[config.mk]
export PLATFORM = sky130hd
export DESIGN_NAME = if_fetch_stage
export DESIGN_NICKNAME = d
export VERILOG_FILES = /design/src/rtl/if_fetch_stage.sv
export SDC_FILE = /design/constraint.sdc
export NUM_CORES = 1
export LEC_CHECK = 0
export ABC_AREA = 1
export ABC_CLOCK_PERIOD_IN_PS = 1900
export CAP_MARGIN = 20
export CORE_UTILIZATION = 42
export CTS_CLUSTER_SIZE = 40
export DETAILED_ROUTE_END_ITERATION = 12
export PLACE_DENSITY = 0.78
export SLEW_MARGIN = 20
export SYNTH_ARGS = -nofsm -noshare
export SYNTH_HDL_FRONTEND = slang
export SYNTH_SLANG_ARGS = --single-unit
[constraint.sdc]
create_clock -name clk -period 1.9 [get_ports clk]
set_input_delay 0.475 -clock clk [delete_from_list [all_inputs] [get_ports clk]]
set_output_delay 0.475 -clock clk [all_outputs]
set_load 0.02 [all_outputs]
[src/rtl/if_fetch_stage.sv]
// Instruction-fetch stage: owns the PC, drives a variable-latency imem request/ack
// port and presents {PC+4, instruction, valid} to the IF/ID register.
//
// state   | meaning
// --------+---------------------------------------------------------------
// FETCH   | request to pc outstanding; ack data bypassed straight to IF/ID
// HOLD    | instruction buffered while IF/ID is frozen; no request issued
// DISCARD | stale request (pre-branch) still in flight; its data is dropped
module if_fetch_stage #(
  parameter int                    WORD_WIDTH = 32,
  parameter logic [WORD_WIDTH-1:0] RESET_PC   = '0,
  parameter logic [WORD_WIDTH-1:0] PC_STEP    = WORD_WIDTH'(4)
) (
  input  logic                  clk,
  input  logic                  rst,
  input  logic                  freeze,
  input  logic                  branch_taken,
  input  logic [WORD_WIDTH-1:0] branch_addr,
  output logic                  imem_req,
  output logic [WORD_WIDTH-1:0] imem_addr,
  input  logic [WORD_WIDTH-1:0] imem_rdata,
  input  logic                  imem_ack,
  output logic [WORD_WIDTH-1:0] pc_out,
  output logic [WORD_WIDTH-1:0] instruction_out,
  output logic                  fetch_valid
);

  typedef enum logic [1:0] {
    S_FETCH   = 2'd0,
    S_HOLD    = 2'd1,
    S_DISCARD = 2'd2
  } state_t;

  state_t                  state_q, state_d;
  logic [WORD_WIDTH-1:0]   pc_q, pc_d;
  logic [WORD_WIDTH-1:0]   buf_q, buf_d;
  logic [WORD_WIDTH-1:0]   disc_addr_q, disc_addr_d;
  logic [WORD_WIDTH-1:0]   pc_inc;

  always_ff @(posedge clk) begin
    if (rst) begin
      state_q     <= S_FETCH;
      pc_q        <= RESET_PC;
      buf_q       <= '0;
      disc_addr_q <= '0;
    end else begin
      state_q     <= state_d;
      pc_q        <= pc_d;
      buf_q       <= buf_d;
      disc_addr_q <= disc_addr_d;
    end
  end

  // Request side depends on registered state only, so ack never loops back to req.
  always_comb begin
    pc_inc          = pc_q + PC_STEP;
    imem_req        = (state_q != S_HOLD);
    imem_addr       = (state_q == S_DISCARD) ? disc_addr_q : pc_q;
    fetch_valid     = ~branch_taken &
                      ((state_q == S_HOLD) | ((state_q == S_FETCH) & imem_ack));
    instruction_out = '0;
    if (state_q == S_HOLD) begin
      instruction_out = buf_q;
    end else if ((state_q == S_FETCH) && imem_ack) begin
      instruction_out = imem_rdata;
    end
    pc_out = fetch_valid ? pc_inc : '0;
  end

  always_comb begin
    state_d     = state_q;
    pc_d        = pc_q;
    buf_d       = buf_q;
    disc_addr_d = disc_addr_q;
    if (branch_taken) begin
      pc_d = branch_addr;
      case (state_q)
        S_FETCH: begin
          // Remember the abandoned address so imem_addr stays stable until its ack.
          if (!imem_ack) begin
            state_d     = S_DISCARD;
            disc_addr_d = pc_q;
          end
        end
        S_HOLD:    state_d = S_FETCH;
        S_DISCARD: if (imem_ack) state_d = S_FETCH;
        default:   state_d = S_FETCH;
      endcase
    end else begin
      case (state_q)
        S_FETCH: begin
          if (imem_ack) begin
            if (freeze) begin
              buf_d   = imem_rdata;
              state_d = S_HOLD;
            end else begin
              pc_d = pc_inc;
            end
          end
        end
        S_HOLD: begin
          if (!freeze) begin
            pc_d    = pc_inc;
            state_d = S_FETCH;
          end
        end
        S_DISCARD: if (imem_ack) state_d = S_FETCH;
        default:   state_d = S_FETCH;
      endcase
    end
  end

endmodule

=== Word-level counts from Yosys, hierarchy flattened ===
Index checks and enable logic that the tools add are counted.

* Register bits: 98
* Input bits: 69
* Word-level logic and storage cells: 40

* Add/subtract/negate cells: 1
* Equality and inequality tests: 7
* Muxes and demuxes: 16
* Bitwise logic cells: 5
* Reduce and logical (&&, ||, !) cells: 7

{| class="wikitable"
|+ Operator list
! operator !! count
|-
| 32-bit two-way mux || 7
|-
| 32-bit one-hot mux with 2 select lines || 1
|-
| 32-bit by 3-bit adder with 32-bit output (second input constant) || 1
|-
| 2-bit two-way mux || 6
|-
| 3-bit inequality test (second input constant) || 4
|-
| 4-bit AND reduction || 2
|-
| 2-bit one-hot mux with 3 select lines || 1
|-
| 2-bit one-hot mux with 2 select lines || 1
|-
| 3-bit AND reduction || 1
|-
| 3-bit nonzero test || 1
|-
| 1-bit AND || 2
|-
| 2-bit by 1-bit equality test with 1-bit output (second input constant) || 1
|-
| 2-bit equality test (second input constant) || 1
|-
| 2-bit zero test || 1
|-
| 2-bit by 1-bit inequality test with 1-bit output (second input constant) || 1
|-
| 1-bit NOT || 2
|-
| 2-bit AND reduction || 1
|-
| 1-bit logical AND || 1
|-
| 1-bit OR || 1
|}

=== Logic depth before layout (Yosys ltp) ===
* Depth in word-level cells: 5
* Depth in mapped cells: 10
* Mapped depth without buffers: 9

=== Worst setup path after synthesis ===
No wires, ideal clock.

* Path type: register -> output
* Start: reg pc_q[3]
* End: out pc_out[18]
* Arrival time: 1.502 ns
* Required time: 1.425 ns
* Slack: -0.077 ns
* Cell stages (with the launch flop): 10
* Cells stage by stage: dfxtp_1 > ha_1 > nand2_2 > nor2_4 > nand2_4 > nor2_4 > nor2_1 > nor2_1 > nand2_1 > nor2_1

* Longest elaborated chain between the ends: 2

{| class="wikitable"
|+ Ends and longest elaborated chain
! item !! line !! text
|-
| start, declared || 35 || <nowiki>logic [WORD_WIDTH-1:0] pc_q, pc_d;</nowiki>
|-
| start signal, assigned || 48 || <nowiki>pc_q <= pc_d;</nowiki>
|-
| 32-bit by 3-bit adder with 32-bit output || 56 || <nowiki>pc_inc = pc_q + PC_STEP;</nowiki>
|-
| 32-bit two-way mux || 67 || <nowiki>pc_out = fetch_valid ? pc_inc : '0;</nowiki>
|-
| end, declared || 23 || <nowiki>output logic [WORD_WIDTH-1:0] pc_out,</nowiki>
|}

Every way passes these cells.

=== Final worst setup path ===
* Start: reg pc_q[12]
* End: out pc_out[15]

The elaborated chain is that of the path after synthesis.

==> metrics.md <==
| Metric | Value |
|---|---|
| Setup TNS | -27.34 ns |
| Clock transition at path regs | around 0.070 ns |
| Worst Tran Pin Value | slightly above 0.4 ns |
| Die height | roughly 110 um |
| CP max stage delay | approximately 0.40 ns |
| FMAX | 0.387 GHz |
| Post-DRT Antenna Nets | 0 |
| DR iter-0 viols | 980 |
| YS warnings | 0 |
| Setup Skew | ~0.0091 ns |
| Synth top area cells | dfxtp_1, a21oi_1, nand2_1, o21ai_0, nor2_1 |
| TritonRoute pass-1 iters | 7 |
| WS Path Type | register to primary output |
| Fin worst setup slack | -0.683 ns |
| Row count | 40 |
| Slowest-stage cell, CP | dfxtp_1 |
| Clock latency on the worst-skew pair | 0.37 ns |
| Min-Delay Path Class | register to register |
| H-tree Lvls | 3 |
| Grt ovf | 0 |
| Post-synth EDFFs | 0 |
| CTS sink count | between 90 and 100 |
| Synth Cell Area | ~5300 um2 |
| Rel. slew slack | around 72% |
| Leakage | 0.00438 uW |
| N_diodes | 0 |
| Antenna violations before repair | 0 |
| Detailed-placement wirelength estimate | roughly 12000 um |
| Yosys reg bits | a little under 100 |
| CTS tree | done |
| Final period utilization | 136% |
| I/O Pins | ~170 |
| Synthesis-to-layout area growth | 92.8% |
| Share of the yosys chip area belonging to registers | 36.9% |
| GPL Wtd Cong | 0.887 |
| Distinct cells, synth | 36 |
| Failing checks | negative setup slack |
| Post-synth top cells | nand2_1, a21oi_1, nor2_1 |
| Crit Path Max Fanout | 7 |
| Vias in the first global route | around 7000 |
| Req. time, crit path | ~1.4 ns |
| CORE AREA | approximately 12000 um2 |
| Largest net degree at the start of global routing | 35 |
| Drt via density | between 5 and 6 |
| Post-synth top area share | 36.9% |
| Die width | roughly 110 um |
| Root Driver | clkbuf_16 |
| WP data arrival | roughly 2.1 ns |
| All-Layer GR Usage | 34.3% |
| Multi-input gate area | 3870 um2 |
| Final Hold Vio Count | 0 |
| Register area | 2000 um2 |
| Largest area contributor in the netlist | dfxtp_1 |
| Unrepaired setup endpoints after global routing | true |
| Post-synth ARST share | 0% |
| Synthesized instance count | roughly 790 |
| Fillers | 586 |
| CP Launch Type | register |
| DRT Wirelength | 26300 um |
| Clk buf depth | 2 |
| Outcome | complete, but fails checks |
| Max Cap Violations | 0 |
| Util after Layout | between 80% and 90% |
| Layout Nets | 1172 |
| Pins over their slew limit | 0 |
| Critical path buffer and inverter count | 1 |
| Post-route DRC violation count | 0 |
| Die footprint | roughly 13000 um2 |
| First-pass GRT wire length | between 30000 and 40000 um |
| Wire per inst | between 20 and 25 um |
| Post-place setup slack | -0.826 ns |
| Initial core utilization | 43.7% |
| Layout cells sized above 1 | about 47% |
| PortBufs | 166 |
| Most frequent cell after synthesis | nand2_1 |
| IR drop worst, VDD | 0.500 mV |
| Syn nets | roughly 860 |
| Top FF cell, synth | dfxtp_1 |
| Total number of vias | roughly 7600 |
| Cell Chain, Critical Path | nand2_1 -> nor2_2 -> nand2_1 -> nor2_4 -> nor2_1 -> nor2_1 -> nand2_1 -> nor2_1 -> buf_4 |
| Pwr/cell area | between 600 and 700 nW/um2 |
| Mean Syn Cell Area | between 6 and 7 um2 |
| Reg2Reg Setup Slack | -0.46 ns |
| Kind of cell adding the most delay to the critical path | simple AND/OR/NAND/NOR gates |
| Number of CTS-inserted buffers | 9 |
| Final setup vio count | 100 |
| Final min period | 2.58 ns |
| CP Capture Type | primary output |
-- stage by stage --
step	hold WS [ns]	cells	power (uW)	area (um2)
after floorplan	0.425	787	3090	5350
after global routing	0.481	1275	6720	10300
after detailed placement	0.441	1189	3940	8040
final	0.475	1275	6540	10300
after global placement	0.438	1189	3920	8040
after CTS	0.456	1252	6170	9570
-- final cells by class --
| class | count | share of cell area (%) |
|---|---|---|
| clock buffers | 10 | 2.33 |
| clock inverters | 6 | 0.622 |
| repair buffers | 354 | 35.6 |
| flip-flops and latches | 98 | 19.5 |
| multi-input cells | 582 | 37.7 |
| inverters | 57 | 2.18 |
| well taps | 168 | 2.05 |
-- sequential cells by signal, summed over array words and instances, names as in the netlist --
| name | flops |
|---|---|
| state_q | 2 |
| disc_addr_q | 32 |
| buf_q | 32 |
| pc_q | 32 |
-- layout by cell type (no fill, tap or decap), types with 3 or more instances in the layout --
| cell | synthesis | routed |
|---|---|---|
| buf_6 | 3 | 114 |
| nor2_2 | 3 | 23 |
| a21oi_2 | 0 | 4 |
| a21oi_1 | 120 | 103 |
| dfxtp_2 | 0 | 12 |
| inv_4 | 0 | 4 |
| buf_4 | 3 | 140 |
| o21ai_0 | 99 | 77 |
| mux2_4 | 0 | 15 |
| clkdlybuf4s50_1 | 0 | 66 |
| a21oi_4 | 0 | 13 |
| nand3_2 | 2 | 14 |
| buf_12 | 0 | 21 |
| nor2_1 | 119 | 64 |
| nand2_2 | 6 | 23 |
| o21ai_1 | 5 | 8 |
| clkbuf_16 | 0 | 9 |
| a22o_1 | 12 | 12 |
| o21ai_2 | 1 | 19 |
| buf_16 | 0 | 3 |
| inv_2 | 4 | 8 |
| nand2_1 | 136 | 103 |
| nand3_4 | 0 | 4 |
| dfxtp_4 | 0 | 6 |
| buf_8 | 0 | 7 |
| nand2_4 | 3 | 18 |
| inv_1 | 52 | 45 |
| nor2_4 | 9 | 44 |
| a31oi_1 | 3 | 3 |
| nand3_1 | 31 | 15 |
| dfxtp_1 | 98 | 80 |
-- final timing paths --
| kind | startpoint | end | cells past startpoint |
|---|---|---|---|
| max | pc_q[12]$_SDFFE_PP0P_ | pc_out[15] | 9 |
| min | buf_q[14]$_SDFFE_PP0P_ | buf_q[14]$_SDFFE_PP0P_ | 2 |
| max reg2reg | pc_q[2]$_SDFFE_PP0P_ | pc_q[8]$_SDFFE_PP0P_ | 16 |
| min reg2reg | buf_q[14]$_SDFFE_PP0P_ | buf_q[14]$_SDFFE_PP0P_ | 2 |
-- tightest hold or removal path: stages (launching register included) --
cell and delay (ns):
dfxtp_1 0.30, inv_1 0.07, a21oi_1 0.06
-- routing by layer --
| layer | up-vias | part of all wire, % | global-route usage [%] |
|---|---|---|---|
| met2 | 649 | 47 | 57.8 |
| met1 | 3501 | 35 | 39.9 |
| met5 | - | 0 | 0 |
| met3 | 197 | 10 | 8.21 |
| li1 | 3246 | - | - |
| met4 | 0 | 7.4 | 19.5 |
-- power breakdown --
part / internal [uW] / total (uW) / switching [uW] / leakage [uW]
logic: 1100 / 2260 / 1160 / 0.00342
registers: 2200 / 2350 / 144 / 0.000813
clock network: 1060 / 1940 / 879 / 0.000145
total: 4360 / 6540 / 2180 / 0.00438
-- kinds of logic (layout without fill, tap and decap cells) --
| family | Yosys count | count (layout) | share of synthesized area, % |
|---|---|---|---|
| and+or+nand+nor | 317 | 317 | 26.1 |
| AOI/OAI and AO/OA | 244 | 244 | 24.1 |
| buffers and inverters | 107 | 427 | 8.61 |
| DFF | 98 | 98 | 36.9 |
| muxes | 16 | 16 | 3.39 |
| xor gates and xnor gates | 4 | 4 | 0.658 |
| adders and majority gates | 1 | 1 | 0.235 |
-- what timing repair did --
item / CTS / global route
hold buffers: 0 / 0
resized for setup: 767 / 167
setup endpoints to repair: 98 / 100
buffers inserted: 39 / 32
gates cloned: 8 / 1
pin swaps: 40 / 55
Power figures use the tool's default switching activity.
